$ cat src/rtl/apb_event_ctrl_pkg.sv
// apb_event_ctrl_pkg: register byte offsets and interrupt FSM state type
package apb_event_ctrl_pkg;
    localparam logic [5:0] OFF_IRQ_ENABLE  = 6'h00;
    localparam logic [5:0] OFF_IRQ_PENDING = 6'h04;
    localparam logic [5:0] OFF_IRQ_SET     = 6'h08;
    localparam logic [5:0] OFF_IRQ_CLR     = 6'h0C;
    localparam logic [5:0] OFF_IRQ_ID      = 6'h10;
    localparam logic [5:0] OFF_IRQ_EOI     = 6'h14;
    localparam logic [5:0] OFF_EVT_ENABLE  = 6'h18;
    localparam logic [5:0] OFF_EVT_PENDING = 6'h1C;
    localparam logic [5:0] OFF_SLEEP       = 6'h20;
    localparam logic [5:0] OFF_STATUS      = 6'h24;
    typedef enum logic [1:0] {
        ST_IDLE  = 2'd0,
        ST_REQ   = 2'd1,
        ST_SERVE = 2'd2
    } irq_state_e;
endpackage

$ cat src/rtl/apb_event_prio_enc.sv
// apb_event_prio_enc: highest set index of a vector plus valid flag
//   vec_i   in  W  request vector
//   idx_o   out 5  index of highest set bit (0 when none)
//   valid_o out 1  any bit set
module apb_event_prio_enc #(
    parameter int W = 32
) (
    input  logic [W-1:0] vec_i,
    output logic [4:0]   idx_o,
    output logic         valid_o
);
    always_comb begin
        idx_o = '0;
        for (int i = 0; i < W; i++) idx_o = vec_i[i] ? 5'(i) : idx_o;
    end
    assign valid_o = |vec_i;
endmodule

$ cat src/rtl/apb_event_ctrl.sv
// apb_event_ctrl: APB interrupt/event controller with core sleep/wake control
//   HCLK/HRESET            clock, synchronous active-high reset
//   PADDR..PSLVERR         APB slave, single-cycle access
//   irq_i, event_i         interrupt sources, level wake events
//   irq_ack_i/irq_o/irq_id_o  request handshake with the core
//   fetch_enable_o         core run (1) / sleep (0)
module apb_event_ctrl
    import apb_event_ctrl_pkg::*;
#(
    parameter int APB_ADDR_WIDTH = 12,
    parameter int NUM_IRQ        = 32,
    parameter int NUM_EVT        = 32,
    parameter int IRQ_EDGE       = 1,
    parameter int FETCH_EN_RST   = 1
) (
    input  logic                      HCLK,
    input  logic                      HRESET,
    input  logic [APB_ADDR_WIDTH-1:0] PADDR,
    input  logic [31:0]               PWDATA,
    input  logic                      PWRITE,
    input  logic                      PSEL,
    input  logic                      PENABLE,
    output logic [31:0]               PRDATA,
    output logic                      PREADY,
    output logic                      PSLVERR,
    input  logic [NUM_IRQ-1:0]        irq_i,
    input  logic [NUM_EVT-1:0]        event_i,
    input  logic                      irq_ack_i,
    output logic                      irq_o,
    output logic [4:0]                irq_id_o,
    output logic                      fetch_enable_o
);
    logic [NUM_IRQ-1:0] irq_en_q, irq_en_d, irq_pend_q, irq_pend_d, irq_prev_q, irq_set, irq_wd;
    logic [NUM_EVT-1:0] evt_en_q, evt_en_d, evt_pend_q, evt_pend_d, evt_wd;
    irq_state_e         state_q, state_d;
    logic [4:0]         irq_id_q, irq_id_d, enc_idx;
    logic               fetch_en_q, fetch_en_d, enc_valid, acc, err, wr, wake;
    logic [5:0]         off;

    assign acc     = PSEL & PENABLE & ~HRESET;
    assign err     = PADDR > APB_ADDR_WIDTH'(OFF_STATUS);
    assign off     = {PADDR[5:2], 2'b00};
    assign wr      = acc & PWRITE & ~err;
    assign irq_wd  = PWDATA[NUM_IRQ-1:0];
    assign evt_wd  = PWDATA[NUM_EVT-1:0];
    assign irq_set = (IRQ_EDGE != 0) ? (irq_i & ~irq_prev_q & irq_en_q) : (irq_i & irq_en_q);
    // A request in flight counts as a wake source so the core runs to take it
    assign wake    = (|(evt_pend_q & evt_en_q)) | (state_q == ST_REQ);

    apb_event_prio_enc #(.W(NUM_IRQ)) u_enc (
        .vec_i   (irq_pend_q & irq_en_q),
        .idx_o   (enc_idx),
        .valid_o (enc_valid)
    );

    always_comb begin
        irq_en_d   = (wr && off == OFF_IRQ_ENABLE) ? irq_wd : irq_en_q;
        evt_en_d   = (wr && off == OFF_EVT_ENABLE) ? evt_wd : evt_en_q;
        irq_pend_d = (wr && off == OFF_IRQ_PENDING) ? irq_wd : irq_pend_q;
        irq_pend_d = (wr && off == OFF_IRQ_SET) ? (irq_pend_d | irq_wd) : irq_pend_d;
        irq_pend_d = (wr && off == OFF_IRQ_CLR) ? (irq_pend_d & ~irq_wd) : irq_pend_d;
        state_d    = state_q;
        irq_id_d   = irq_id_q;
        if (state_q == ST_IDLE && enc_valid) begin
            state_d    = ST_REQ;
            irq_id_d   = enc_idx;
            irq_pend_d = irq_pend_d & ~(NUM_IRQ'(1) << enc_idx);
        end else if (state_q == ST_REQ && irq_ack_i) begin
            state_d = ST_SERVE;
        end else if (state_q == ST_SERVE && wr && off == OFF_IRQ_EOI) begin
            state_d = ST_IDLE;
        end
        // Hardware set applied last so it beats any clear of the same bit
        irq_pend_d = irq_pend_d | irq_set;
        evt_pend_d = ((wr && off == OFF_EVT_PENDING) ? (evt_pend_q & ~evt_wd) : evt_pend_q) | (event_i & evt_en_q);
        fetch_en_d = wake | ((wr && off == OFF_SLEEP) ? ~PWDATA[0] : fetch_en_q);
    end

    always_ff @(posedge HCLK) begin
        if (HRESET) begin
            irq_en_q   <= '0;
            irq_pend_q <= '0;
            irq_prev_q <= '0;
            evt_en_q   <= '0;
            evt_pend_q <= '0;
            state_q    <= ST_IDLE;
            irq_id_q   <= '0;
            fetch_en_q <= 1'(FETCH_EN_RST);
        end else begin
            irq_en_q   <= irq_en_d;
            irq_pend_q <= irq_pend_d;
            irq_prev_q <= irq_i;
            evt_en_q   <= evt_en_d;
            evt_pend_q <= evt_pend_d;
            state_q    <= state_d;
            irq_id_q   <= irq_id_d;
            fetch_en_q <= fetch_en_d;
        end
    end

    // IRQ_ID bit31 flags that the latched id is being serviced
    always_comb begin
        PRDATA = '0;
        if (acc && !PWRITE && !err) begin
            case (off)
                OFF_IRQ_ENABLE:  PRDATA = 32'(irq_en_q);
                OFF_IRQ_PENDING: PRDATA = 32'(irq_pend_q);
                OFF_IRQ_ID:      PRDATA = {state_q == ST_SERVE, 26'd0, irq_id_q};
                OFF_EVT_ENABLE:  PRDATA = 32'(evt_en_q);
                OFF_EVT_PENDING: PRDATA = 32'(evt_pend_q);
                OFF_STATUS:      PRDATA = {29'd0, fetch_en_q, state_q};
                default:         PRDATA = '0;
            endcase
        end
    end

    assign PREADY         = 1'b1;
    assign PSLVERR        = acc & err;
    assign irq_o          = state_q == ST_REQ;
    assign irq_id_o       = irq_id_q;
    assign fetch_enable_o = fetch_en_q;
endmodule

$ cat config.mk
export PLATFORM = sky130hd
export DESIGN_NAME = apb_event_ctrl
export DESIGN_NICKNAME = d
export VERILOG_FILES = /design/src/rtl/apb_event_ctrl_pkg.sv /design/src/rtl/apb_event_prio_enc.sv /design/src/rtl/apb_event_ctrl.sv
export SDC_FILE = /design/constraint.sdc
export NUM_CORES = 1
export LEC_CHECK = 0
export ABC_CLOCK_PERIOD_IN_PS = 2700
export BUFFER_PORTS_ARGS = -buffer_cell sky130_fd_sc_hd__buf_4
export CAP_MARGIN = 5
export CORE_ASPECT_RATIO = 1.5
export CORE_MARGIN = 4
export CORE_UTILIZATION = 40
export DETAILED_ROUTE_END_ITERATION = 12
export PLACE_DENSITY = 0.69
export SKIP_LAST_GASP = 1
export SLEW_MARGIN = 20
export SYNTH_ARGS = -nofsm -noshare
export SYNTH_HDL_FRONTEND = slang
export SYNTH_SLANG_ARGS = --single-unit
export TNS_END_PERCENT = 100
$ cat constraint.sdc
create_clock -name HCLK -period 2.7 [get_ports HCLK]
set_clock_uncertainty 0.2 [all_clocks]
set_input_delay 0.27 -clock HCLK [delete_from_list [all_inputs] [get_ports HCLK]]
set_output_delay 0.27 -clock HCLK [all_outputs]
set_load 0.1 [all_outputs]
==> flow_summary.html, run 1 <==
<table>
<tr><th>Metric</th><th>Value</th></tr>
<tr><th colspan="2">Logic synthesis</th></tr>
<tr><td>Syn Std Cell Area</td><td>8120 um2</td></tr>
<tr><td>Share of the synthesized area in compound gates (AO/OA/AOI/OAI)</td><td>0.302</td></tr>
<tr><td>Flop and latch count out of synthesis</td><td>roughly 170</td></tr>
<tr><td>Net count of the mapped netlist</td><td>1,127</td></tr>
<tr><td>Sequential share of the synthesized area</td><td>0.414</td></tr>
<tr><td>Mapped Cells</td><td>roughly 1,000</td></tr>
<tr><td>Number of distinct library cells after synthesis</td><td>58</td></tr>
<tr><td>Simple-gate share of the synthesized area</td><td>0.236</td></tr>
<tr><td>Average cell area after synthesis</td><td>8.02 um2</td></tr>
<tr><td>Multiplexer share of the synthesized area</td><td>0.00632</td></tr>
<tr><td>Synth Warn #</td><td>0</td></tr>
<tr><td>Async SR Flop Fraction</td><td>0</td></tr>
<tr><td>Commonest register cell after synthesis</td><td>sky130_fd_sc_hd__dfxtp_1</td></tr>
<tr><td>Dominant combinational cell family by area after synthesis</td><td>compound AO/OA/AOI/OAI gates</td></tr>
<tr><td>Number of flops mapped to enable cells by yosys</td><td>0</td></tr>
<tr><td>Parity-gate share of the synthesized area counting xor and xnor cells</td><td>0.00108</td></tr>
<tr><td>Area share of fa/ha/maj cells after synthesis</td><td>0</td></tr>
<tr><th colspan="2">Floorplanning</th></tr>
<tr><td>Core Rows</td><td>63</td></tr>
<tr><td>Die Area</td><td>22,700 um2</td></tr>
<tr><td>Starting Density</td><td>0.409</td></tr>
<tr><td>Die X-Extent</td><td>124 um</td></tr>
<tr><td>Core Footprint</td><td>~20,000 um2</td></tr>
<tr><td>I/O Pins</td><td>approximately 160</td></tr>
<tr><td>Floorplan die height</td><td>between 150 and 200 um</td></tr>
<tr><th colspan="2">Placement</th></tr>
<tr><td>Buffers added on ports</td><td>153</td></tr>
<tr><td>Number of cells in the design after placement</td><td>1,422</td></tr>
<tr><td>Placed wire-length estimate</td><td>23,000 um</td></tr>
<tr><td>Final Wtd Congestion</td><td>roughly 0.95</td></tr>
<tr><th colspan="2">Run status</th></tr>
<tr><td>Outcome</td><td>finished clean</td></tr>
<tr><th colspan="2">Clocking</th></tr>
<tr><td>Worst-skew pair later-pin latency</td><td>0.44 ns</td></tr>
<tr><td>Worst-path clk slew</td><td>0.07 ns</td></tr>
<tr><td>CTS sink count</td><td>~170</td></tr>
<tr><td>Cts bufs inserted</td><td>17</td></tr>
<tr><td>CTS tree</td><td>built</td></tr>
<tr><td>H-tree levels</td><td>4</td></tr>
<tr><td>Buffers inserted by post-CTS timing repair</td><td>0</td></tr>
<tr><td>CTS root buffer</td><td>sky130_fd_sc_hd__clkbuf_16</td></tr>
<tr><td>Maximum root-to-sink buffer count</td><td>2</td></tr>
<tr><th colspan="2">Routing</th></tr>
<tr><td>Number of nets still failing antenna checks after routing</td><td>0</td></tr>
<tr><td>Final routed wirelength across all metal layers</td><td>33,500 um</td></tr>
<tr><td>Drc violations</td><td>0</td></tr>
<tr><td>First drt pass iteration count</td><td>5</td></tr>
<tr><td>Initial DRC Count</td><td>1,214</td></tr>
<tr><td>Wire length per cell after detailed routing</td><td>21.2 um</td></tr>
<tr><td>DR vias</td><td>9,446</td></tr>
<tr><td>Average via count per standard cell</td><td>5.97</td></tr>
<tr><th colspan="2">Global route</th></tr>
<tr><td>Congestion Overflow GR</td><td>0</td></tr>
<tr><td>Antenna violations before repair</td><td>0</td></tr>
<tr><td>Overall track demand over capacity in global routing</td><td>0.291</td></tr>
<tr><td>Maximum number of pins on one net before global-route repair</td><td>between 150 and 200</td></tr>
<tr><td>Number of global-route vias before repair</td><td>9,516</td></tr>
<tr><td>First-pass GRT wire length</td><td>approximately 53,000 um</td></tr>
<tr><th colspan="2">Worst setup path</th></tr>
<tr><td>Endpoint required time on the critical path</td><td>2.83 ns</td></tr>
<tr><td>Crit Path Max Fanout</td><td>4</td></tr>
<tr><td>Kind of end point of the critical path</td><td>flip-flop</td></tr>
<tr><td>Element type at the critical path start</td><td>flip-flop</td></tr>
<tr><td>Source of the worst register-to-register timing path</td><td>irq_pend_q[24]$_SDFF_PP0_</td></tr>
<tr><td>WS Path Type</td><td>reg -&gt; reg</td></tr>
<tr><td>Endpoint arrival time on the critical path</td><td>2.75 ns</td></tr>
<tr><td>Critical Path Start</td><td>irq_pend_q[24]$_SDFF_PP0_</td></tr>
<tr><th colspan="2">STA</th></tr>
<tr><td>Number of setup violations in the final report</td><td>0</td></tr>
<tr><td>Number of hold-slack violations in the final timing report</td><td>0</td></tr>
<tr><td>Max-slew violation total from the final report</td><td>0</td></tr>
<tr><td>Aggregate negative setup slack</td><td>0 ns</td></tr>
<tr><td>Rel. slew slack</td><td>0.406</td></tr>
<tr><td>Fin crit share</td><td>0.970</td></tr>
<tr><td>Maximum frequency from static timing analysis</td><td>382 MHz</td></tr>
<tr><td>Crit path time final</td><td>2.62 ns</td></tr>
<tr><td>Pin slew with the least headroom to its limit</td><td>0.891 ns</td></tr>
<tr><td>Minimum hold slack</td><td>0.107 ns</td></tr>
<tr><th colspan="2">Pwr</th></tr>
<tr><td>Post-route total power</td><td>5.35 mW</td></tr>
<tr><td>Static leakage power</td><td>4.23 nW</td></tr>
<tr><td>Maximum vdd ir drop</td><td>0.000463 V</td></tr>
<tr><td>Power density relative to cell area</td><td>around 440 nW/um2</td></tr>
<tr><th colspan="2">Cells and area</th></tr>
<tr><td>Relative area change from synthesis to final layout</td><td>49.4%</td></tr>
<tr><td>Commonest cells after routing, fill and taps aside</td><td>235 x sky130_fd_sc_hd__nand2_1, 204 x sky130_fd_sc_hd__buf_4, 168 x sky130_fd_sc_hd__dfxtp_1</td></tr>
<tr><td>Post-layout utilization of the core</td><td>0.611</td></tr>
<tr><td>Diodes inserted</td><td>0</td></tr>
<tr><td>Most common library cell in the layout ignoring fill and taps</td><td>sky130_fd_sc_hd__nand2_1</td></tr>
<tr><td>Count of placed standard cells in the final layout, fillers left out</td><td>approximately 1,600</td></tr>
<tr><td>Share of layout cells above drive strength 1</td><td>0.225</td></tr>
<tr><td>Net count of the finished layout</td><td>1,422</td></tr>
<tr><th colspan="2">Hold path</th></tr>
<tr><td>Type of the most critical hold path</td><td>in -&gt; reg</td></tr>
<tr><td>HP Start</td><td>PADDR[3]</td></tr>
<tr><th colspan="2">Job</th></tr>
<tr><td>Number of maximum-capacitance constraint violations</td><td>0</td></tr>
</table>
final cells by class:
cell class                 instances  area [um2]
sequential                       168        3360
tap                              260         325
inverter                          16        60.1
clock inverter                    12         118
timing repair buffer             342        3020
fill                            1742        7740
clock buffer                      20         457
multi-input combinational        763        4780
critical path: stages (launching register included):
cell and delay [ns]:
sky130_fd_sc_hd__dfxtp_1 0.39, sky130_fd_sc_hd__nand2_1 0.09, sky130_fd_sc_hd__a32o_1 0.26, sky130_fd_sc_hd__a221o_2 0.43
sky130_fd_sc_hd__a311oi_4 0.27, sky130_fd_sc_hd__o31ai_2 0.15, sky130_fd_sc_hd__buf_4 0.16, sky130_fd_sc_hd__or3_1 0.35
sky130_fd_sc_hd__a32o_1 0.21
layer usage:
layer / vias up / wire, um / track usage / share of wire
li1: 4326 / - / - / -
met1: 4481 / 12400 / 0.332 / 0.37
met2: 513 / 16700 / 0.504 / 0.50
met3: 126 / 2390 / 0.0515 / 0.071
met4: 0 / 2050 / 0.181 / 0.061
met5: - / 0 / 0 / 0
cells by family (layout without fill, tap and decap cells):
group | after synthesis | after routing
compound gates | 340 | 340
xor+xnor | 1 | 1
buf+inv | 82 | 390
flops | 168 | 168
mux | 5 | 5
other cells | 1 | 1
simple gates | 416 | 416
worst paths after layout:
| kind | to | slack, ns | cells after the start |
|---|---|---|---|
| max reg2reg | irq_pend_q[18]$_SDFF_PP0_ | 0.08 | 8 |
| max | irq_pend_q[18]$_SDFF_PP0_ | 0.08 | 8 |
| min | fetch_enable_o$_SDFF_PP1_ | 0.11 | 4 |
| min reg2reg | irq_pend_q[6]$_SDFF_PP0_ | 0.28 | 2 |
state kept, by name, indices dropped and copies added, names as in the netlist:
register and count:
irq_id_o 5, irq_prev_q 32, evt_pend_q 32, state_q 2, fetch_enable_o 1, irq_en_q 32, evt_en_q 32, irq_pend_q 32
cell usage after synthesis (2+ instances only):
cell type	number	area, um2
sky130_fd_sc_hd__a211o_1	6	52.6
sky130_fd_sc_hd__a211oi_1	13	97.6
sky130_fd_sc_hd__a21boi_1	2	15.0
sky130_fd_sc_hd__a21o_1	2	15.0
sky130_fd_sc_hd__a21oi_1	114	571
sky130_fd_sc_hd__a221o_1	6	60.1
sky130_fd_sc_hd__a221oi_1	8	70.1
sky130_fd_sc_hd__a222oi_1	32	320
sky130_fd_sc_hd__a22o_1	19	166
sky130_fd_sc_hd__a22oi_1	79	593
sky130_fd_sc_hd__a22oi_2	2	25.0
sky130_fd_sc_hd__a31oi_1	5	31.3
sky130_fd_sc_hd__a32o_1	14	140
sky130_fd_sc_hd__a32oi_1	2	17.5
sky130_fd_sc_hd__and2_1	13	81.3
sky130_fd_sc_hd__and3_1	5	31.3
sky130_fd_sc_hd__and3b_1	3	26.3
sky130_fd_sc_hd__buf_1	3	11.3
sky130_fd_sc_hd__buf_2	6	30.0
sky130_fd_sc_hd__clkbuf_1	55	206
sky130_fd_sc_hd__dfxtp_1	168	3360
sky130_fd_sc_hd__inv_1	16	60.1
sky130_fd_sc_hd__mux2i_1	4	40.0
sky130_fd_sc_hd__nand2_1	236	886
sky130_fd_sc_hd__nand2b_1	4	25.0
sky130_fd_sc_hd__nand3_1	3	15.0
sky130_fd_sc_hd__nand3b_1	21	158
sky130_fd_sc_hd__nand4_1	8	50.1
sky130_fd_sc_hd__nor2_1	55	206
sky130_fd_sc_hd__nor2b_1	40	250
sky130_fd_sc_hd__nor3_1	13	65.1
sky130_fd_sc_hd__nor4_1	4	25.0
sky130_fd_sc_hd__o211ai_1	9	67.6
sky130_fd_sc_hd__o21ai_0	9	45.0
sky130_fd_sc_hd__o21ai_1	7	35.0
sky130_fd_sc_hd__or2_2	2	12.5
sky130_fd_sc_hd__or3_1	4	25.0
stage by stage:
stage	worst slack, ns	instance area [um2]
final	0.0812	12100
after global routing	-0.000437	12100
after CTS	0.100	12100
after detailed placement	0.0466	10300
after global placement	0.0857	10300
after floorplan	-0.232	8420
report_power, final:
group	internal [mW]	switching (mW)
registers	2.50	0.00541
logic	0.240	0.204
clock network	1.33	1.06
repair_timing:
action | 4_1_cts | 5_1_grt
hold buffers | 127 | 0
gates resized for setup | 1 | 4
cloned | 0 | 0
pin swaps | 0 | 1
endpoints found under the hold margin | 148 | 0
setup endpoints to repair | 1 | 13
(Power assumes the default switching activity.)
==> run 2, diff against run 1 <==
- ABC_CLOCK_PERIOD_IN_PS: 2700 -> 2800
- CTS_CLUSTER_SIZE: default -> 40
- clock period: 2.7 -> 2.8 ns (I/O delays scaled with it)
==> run 2 against run 1 <==
Clock-buffer cell count up 1. Die area unchanged. First-iteration DRC count up 7.2%. Setup slack worse by 0.023 ns. Sequential cell count unchanged. Maximum frequency down 4.5%. Via count down 0.51%. Combinational power down 4.5%. Worst hold slack better by 0.011 ns.
==> flow_summary.html, run 2 (synthesis gave the netlist of run 1 again) <==
<table>
<tr><th>Metric</th><th>Value</th></tr>
<tr><th colspan="2">Cells and area</th></tr>
<tr><td>Commonest cells after routing, fill and taps aside</td><td>235 x sky130_fd_sc_hd__nand2_1, 196 x sky130_fd_sc_hd__buf_4, 168 x sky130_fd_sc_hd__dfxtp_1</td></tr>
<tr><td># fillers</td><td>1,771 (+1.7%)</td></tr>
<tr><td>Most common library cell in the layout ignoring fill and taps</td><td>sky130_fd_sc_hd__nand2_1</td></tr>
<tr><td>Multi-input logic area</td><td>4700 um2 (-1.8%)</td></tr>
<tr><td>Diodes inserted</td><td>0 (unchanged)</td></tr>
<tr><td>Finished layout cell area</td><td>11,800 um2 (-2.5%)</td></tr>
<tr><td>Net count of the finished layout</td><td>1,396 (-1.8%)</td></tr>
<tr><td>Share of layout cells above drive strength 1</td><td>0.217 (-0.00828)</td></tr>
<tr><td>Sequential cell area</td><td>3360 um2 (unchanged)</td></tr>
<tr><td>Count of placed standard cells in the final layout, fillers left out</td><td>1,553 (-1.8%)</td></tr>
<tr><td>Relative area change from synthesis to final layout</td><td>45.6%</td></tr>
<tr><th colspan="2">Job</th></tr>
<tr><td>Number of maximum-capacitance constraint violations</td><td>0 (unchanged)</td></tr>
<tr><th colspan="2">Worst setup path</th></tr>
<tr><td>WS Path Type</td><td>reg -&gt; reg</td></tr>
<tr><td>Capturing point of the worst reg2reg path</td><td>irq_pend_q[22]$_SDFF_PP0_</td></tr>
<tr><td>Element type at the critical path start</td><td>flip-flop</td></tr>
<tr><td>FF-to-FF setup slack</td><td>0.06 ns (-0.02 ns)</td></tr>
<tr><td>Worst setup path endpoint</td><td>irq_pend_q[22]$_SDFF_PP0_</td></tr>
<tr><td>Number of cells on the worst reg-to-reg path</td><td>6 (-2)</td></tr>
<tr><td>Critical Path Start</td><td>irq_pend_q[9]$_SDFF_PP0_</td></tr>
<tr><td>Crit Path Max Fanout</td><td>6 (+2)</td></tr>
<tr><td>Endpoint arrival time on the critical path</td><td>2.87 ns (+0.12 ns)</td></tr>
<tr><td>Source of the worst register-to-register timing path</td><td>irq_pend_q[9]$_SDFF_PP0_</td></tr>
<tr><td>Kind of end point of the critical path</td><td>flip-flop</td></tr>
<tr><td>Endpoint required time on the critical path</td><td>2.92 ns (+0.09 ns)</td></tr>
<tr><th colspan="2">STA</th></tr>
<tr><td>Fin crit share</td><td>0.979 (+0.00945)</td></tr>
<tr><td>Rel. slew slack</td><td>0.507 (+0.101)</td></tr>
<tr><td>Minimum hold slack</td><td>0.118 ns (+0.0111 ns)</td></tr>
<tr><td>Max-slew violation total from the final report</td><td>0 (unchanged)</td></tr>
<tr><td>Number of hold-slack violations in the final timing report</td><td>0 (unchanged)</td></tr>
<tr><td>Pin slew with the least headroom to its limit</td><td>0.739 ns (-0.151 ns)</td></tr>
<tr><td>Number of setup violations in the final report</td><td>0 (unchanged)</td></tr>
<tr><td>Aggregate negative setup slack</td><td>0 ns (unchanged)</td></tr>
<tr><td>Maximum frequency from static timing analysis</td><td>365 MHz (-4.5%)</td></tr>
<tr><td>Final worst slack</td><td>0.0578 ns (-0.0234 ns)</td></tr>
<tr><td>Crit path time final</td><td>2.74 ns (+0.123 ns)</td></tr>
<tr><td>Setup repair after global routing missed its margin</td><td>no</td></tr>
<tr><th colspan="2">Routing</th></tr>
<tr><td>Initial DRC Count</td><td>1,302 (+7.2%)</td></tr>
<tr><td>Wire length per cell after detailed routing</td><td>21.7 um (+2.1%)</td></tr>
<tr><td>First drt pass iteration count</td><td>9 (+4)</td></tr>
<tr><td>DR vias</td><td>9,398 (-0.51%)</td></tr>
<tr><td>Number of nets still failing antenna checks after routing</td><td>0 (unchanged)</td></tr>
<tr><td>Average via count per standard cell</td><td>6.05 (+1.3%)</td></tr>
<tr><td>Drc violations</td><td>0 (unchanged)</td></tr>
<tr><td>Final routed wirelength across all metal layers</td><td>33,600 um (+0.30%)</td></tr>
<tr><th colspan="2">Floorplanning</th></tr>
<tr><td>Starting Density</td><td>0.409 (unchanged)</td></tr>
<tr><td>Core Footprint</td><td>19,900 um2 (unchanged)</td></tr>
<tr><td>I/O Pins</td><td>155 (unchanged)</td></tr>
<tr><td>Floorplan die height</td><td>183 um (unchanged)</td></tr>
<tr><td>Die Area</td><td>22,700 um2 (unchanged)</td></tr>
<tr><td>Die X-Extent</td><td>124 um (unchanged)</td></tr>
<tr><td>Core Rows</td><td>63 (unchanged)</td></tr>
<tr><th colspan="2">Global route</th></tr>
<tr><td>Number of global-route vias before repair</td><td>9,363 (-1.6%)</td></tr>
<tr><td>Overall track demand over capacity in global routing</td><td>0.287 (-0.00476)</td></tr>
<tr><td>Antenna violations before repair</td><td>0 (unchanged)</td></tr>
<tr><td>Congestion Overflow GR</td><td>0 (unchanged)</td></tr>
<tr><td>Maximum number of pins on one net before global-route repair</td><td>137 (-19%)</td></tr>
<tr><td>First-pass GRT wire length</td><td>51,300 um (-2.7%)</td></tr>
<tr><th colspan="2">Clocking</th></tr>
<tr><td>Worst-skew pair later-pin latency</td><td>0.43 ns (about the same)</td></tr>
<tr><td>CTS sink count</td><td>168 (unchanged)</td></tr>
<tr><td>CTS root buffer</td><td>sky130_fd_sc_hd__clkbuf_16</td></tr>
<tr><td>H-tree levels</td><td>4 (unchanged)</td></tr>
<tr><td>Worst-path clk slew</td><td>0.06 ns (about the same)</td></tr>
<tr><td>Buffers inserted by post-CTS timing repair</td><td>0 (unchanged)</td></tr>
<tr><td>Maximum root-to-sink buffer count</td><td>2 (unchanged)</td></tr>
<tr><td>Cts bufs inserted</td><td>17 (unchanged)</td></tr>
<tr><td>CTS tree</td><td>built</td></tr>
<tr><th colspan="2">Placement</th></tr>
<tr><td>Placed wire-length estimate</td><td>23,200 um (+0.72%)</td></tr>
<tr><td>Number of cells in the design after placement</td><td>1,412 (-0.70%)</td></tr>
<tr><td>Buffers added on ports</td><td>153 (unchanged)</td></tr>
<tr><td>Final Wtd Congestion</td><td>0.989 (+3.8%)</td></tr>
<tr><td>Worst setup timing slack at the placement stage</td><td>0.129 ns (+0.0825 ns)</td></tr>
<tr><td>Total placed instance area</td><td>10,100 um2 (-1.6%)</td></tr>
<tr><th colspan="2">Pwr</th></tr>
<tr><td>Sw frac</td><td>0.216 (-0.0222)</td></tr>
<tr><td>Net switching power of the design</td><td>1.15 mW (-9.4%)</td></tr>
<tr><td>Sequential cell fraction of total power</td><td>0.453 (-0.016)</td></tr>
<tr><td>Power density relative to cell area</td><td>452 nW/um2 (+2.5%)</td></tr>
<tr><td>Internal power component</td><td>4.19 mW (+2.8%)</td></tr>
<tr><td>Clock share of power</td><td>0.468 (+0.020)</td></tr>
<tr><td>Static leakage power</td><td>4.16 nW (-1.8%)</td></tr>
<tr><td>Power share of the combinational group</td><td>0.079 (-0.004)</td></tr>
<tr><td>Maximum vdd ir drop</td><td>0.000378 V (-18%)</td></tr>
<tr><th colspan="2">Hold path</th></tr>
<tr><td>Type of the most critical hold path</td><td>in -&gt; reg</td></tr>
<tr><th colspan="2">Run status</th></tr>
<tr><td>Outcome</td><td>finished clean</td></tr>
</table>
[run 2: worst min path at each step]
| stage | start | end | cells past startpoint |
|---|---|---|---|
| detailed placement | irq_prev_q[2]$_SDFF_PP0_ | irq_pend_q[2]$_SDFF_PP0_ | 2 |
| global route | PADDR[3] | fetch_enable_o$_SDFF_PP1_ | 4 |
| floorplan | HRESET | irq_prev_q[1]$_SDFF_PP0_ | 1 |
| CTS | PADDR[3] | fetch_enable_o$_SDFF_PP1_ | 4 |
| global placement | irq_prev_q[16]$_SDFF_PP0_ | irq_pend_q[16]$_SDFF_PP0_ | 2 |
| finish | PADDR[3] | fetch_enable_o$_SDFF_PP1_ | 4 |
[run 2: final cells by class]
| type | instances | area share |
|---|---|---|
| Multi-Input combinational cell | 763 | 0.397 |
| Sequential cell | 168 | 0.284 |
| Tap cell | 260 | 0.0275 |
| Timing Repair Buffer | 316 | 0.234 |
| Clock inverter | 9 | 0.0125 |
| Clock buffer | 21 | 0.0398 |
| Inverter | 16 | 0.00508 |
[run 2: power groups by stage]
stage | registers, mW | clock network, mW | logic (mW)
floorplan | 2.47 | 0 | 0.102
global placement | 2.47 | 0 | 0.307
detailed placement | 2.47 | 0 | 0.308
CTS | 2.42 | 2.50 | 0.417
global route | 2.42 | 2.61 | 0.450
finish | 2.42 | 2.50 | 0.424
[run 2: timing repair]
item / in CTS / in global routing
gates resized for setup: 0 / 1
hold buffers: 111 / 0
endpoints found under the hold margin: 148 / 0
endpoints found under the setup margin: 0 / 2
[run 2: metrics by stage]
step / power, mW / utilization
final: 5.35 / 0.595
after global routing: 5.48 / 0.595
after CTS: 5.34 / 0.595
after detailed placement: 2.78 / 0.508
after global placement: 2.78 / 0.508
after floorplan: 2.57 / -
[run 2: routing by layer]
metal,track usage,up-vias,share of wire
li1,-,4266,-
met1,0.310,4455,0.36
met2,0.509,550,0.50
met3,0.0510,127,0.073
met4,0.191,0,0.063
met5,0,-,0
[run 2: worst max-delay path, cell delays in order, from the launching register on]
cell,delay [ns]
sky130_fd_sc_hd__dfxtp_1,0.36
sky130_fd_sc_hd__a22o_1,0.30
sky130_fd_sc_hd__a211oi_1,0.44
sky130_fd_sc_hd__o211ai_1,0.32
sky130_fd_sc_hd__or3_1,0.49
sky130_fd_sc_hd__or3_1,0.33
sky130_fd_sc_hd__a32o_1,0.20
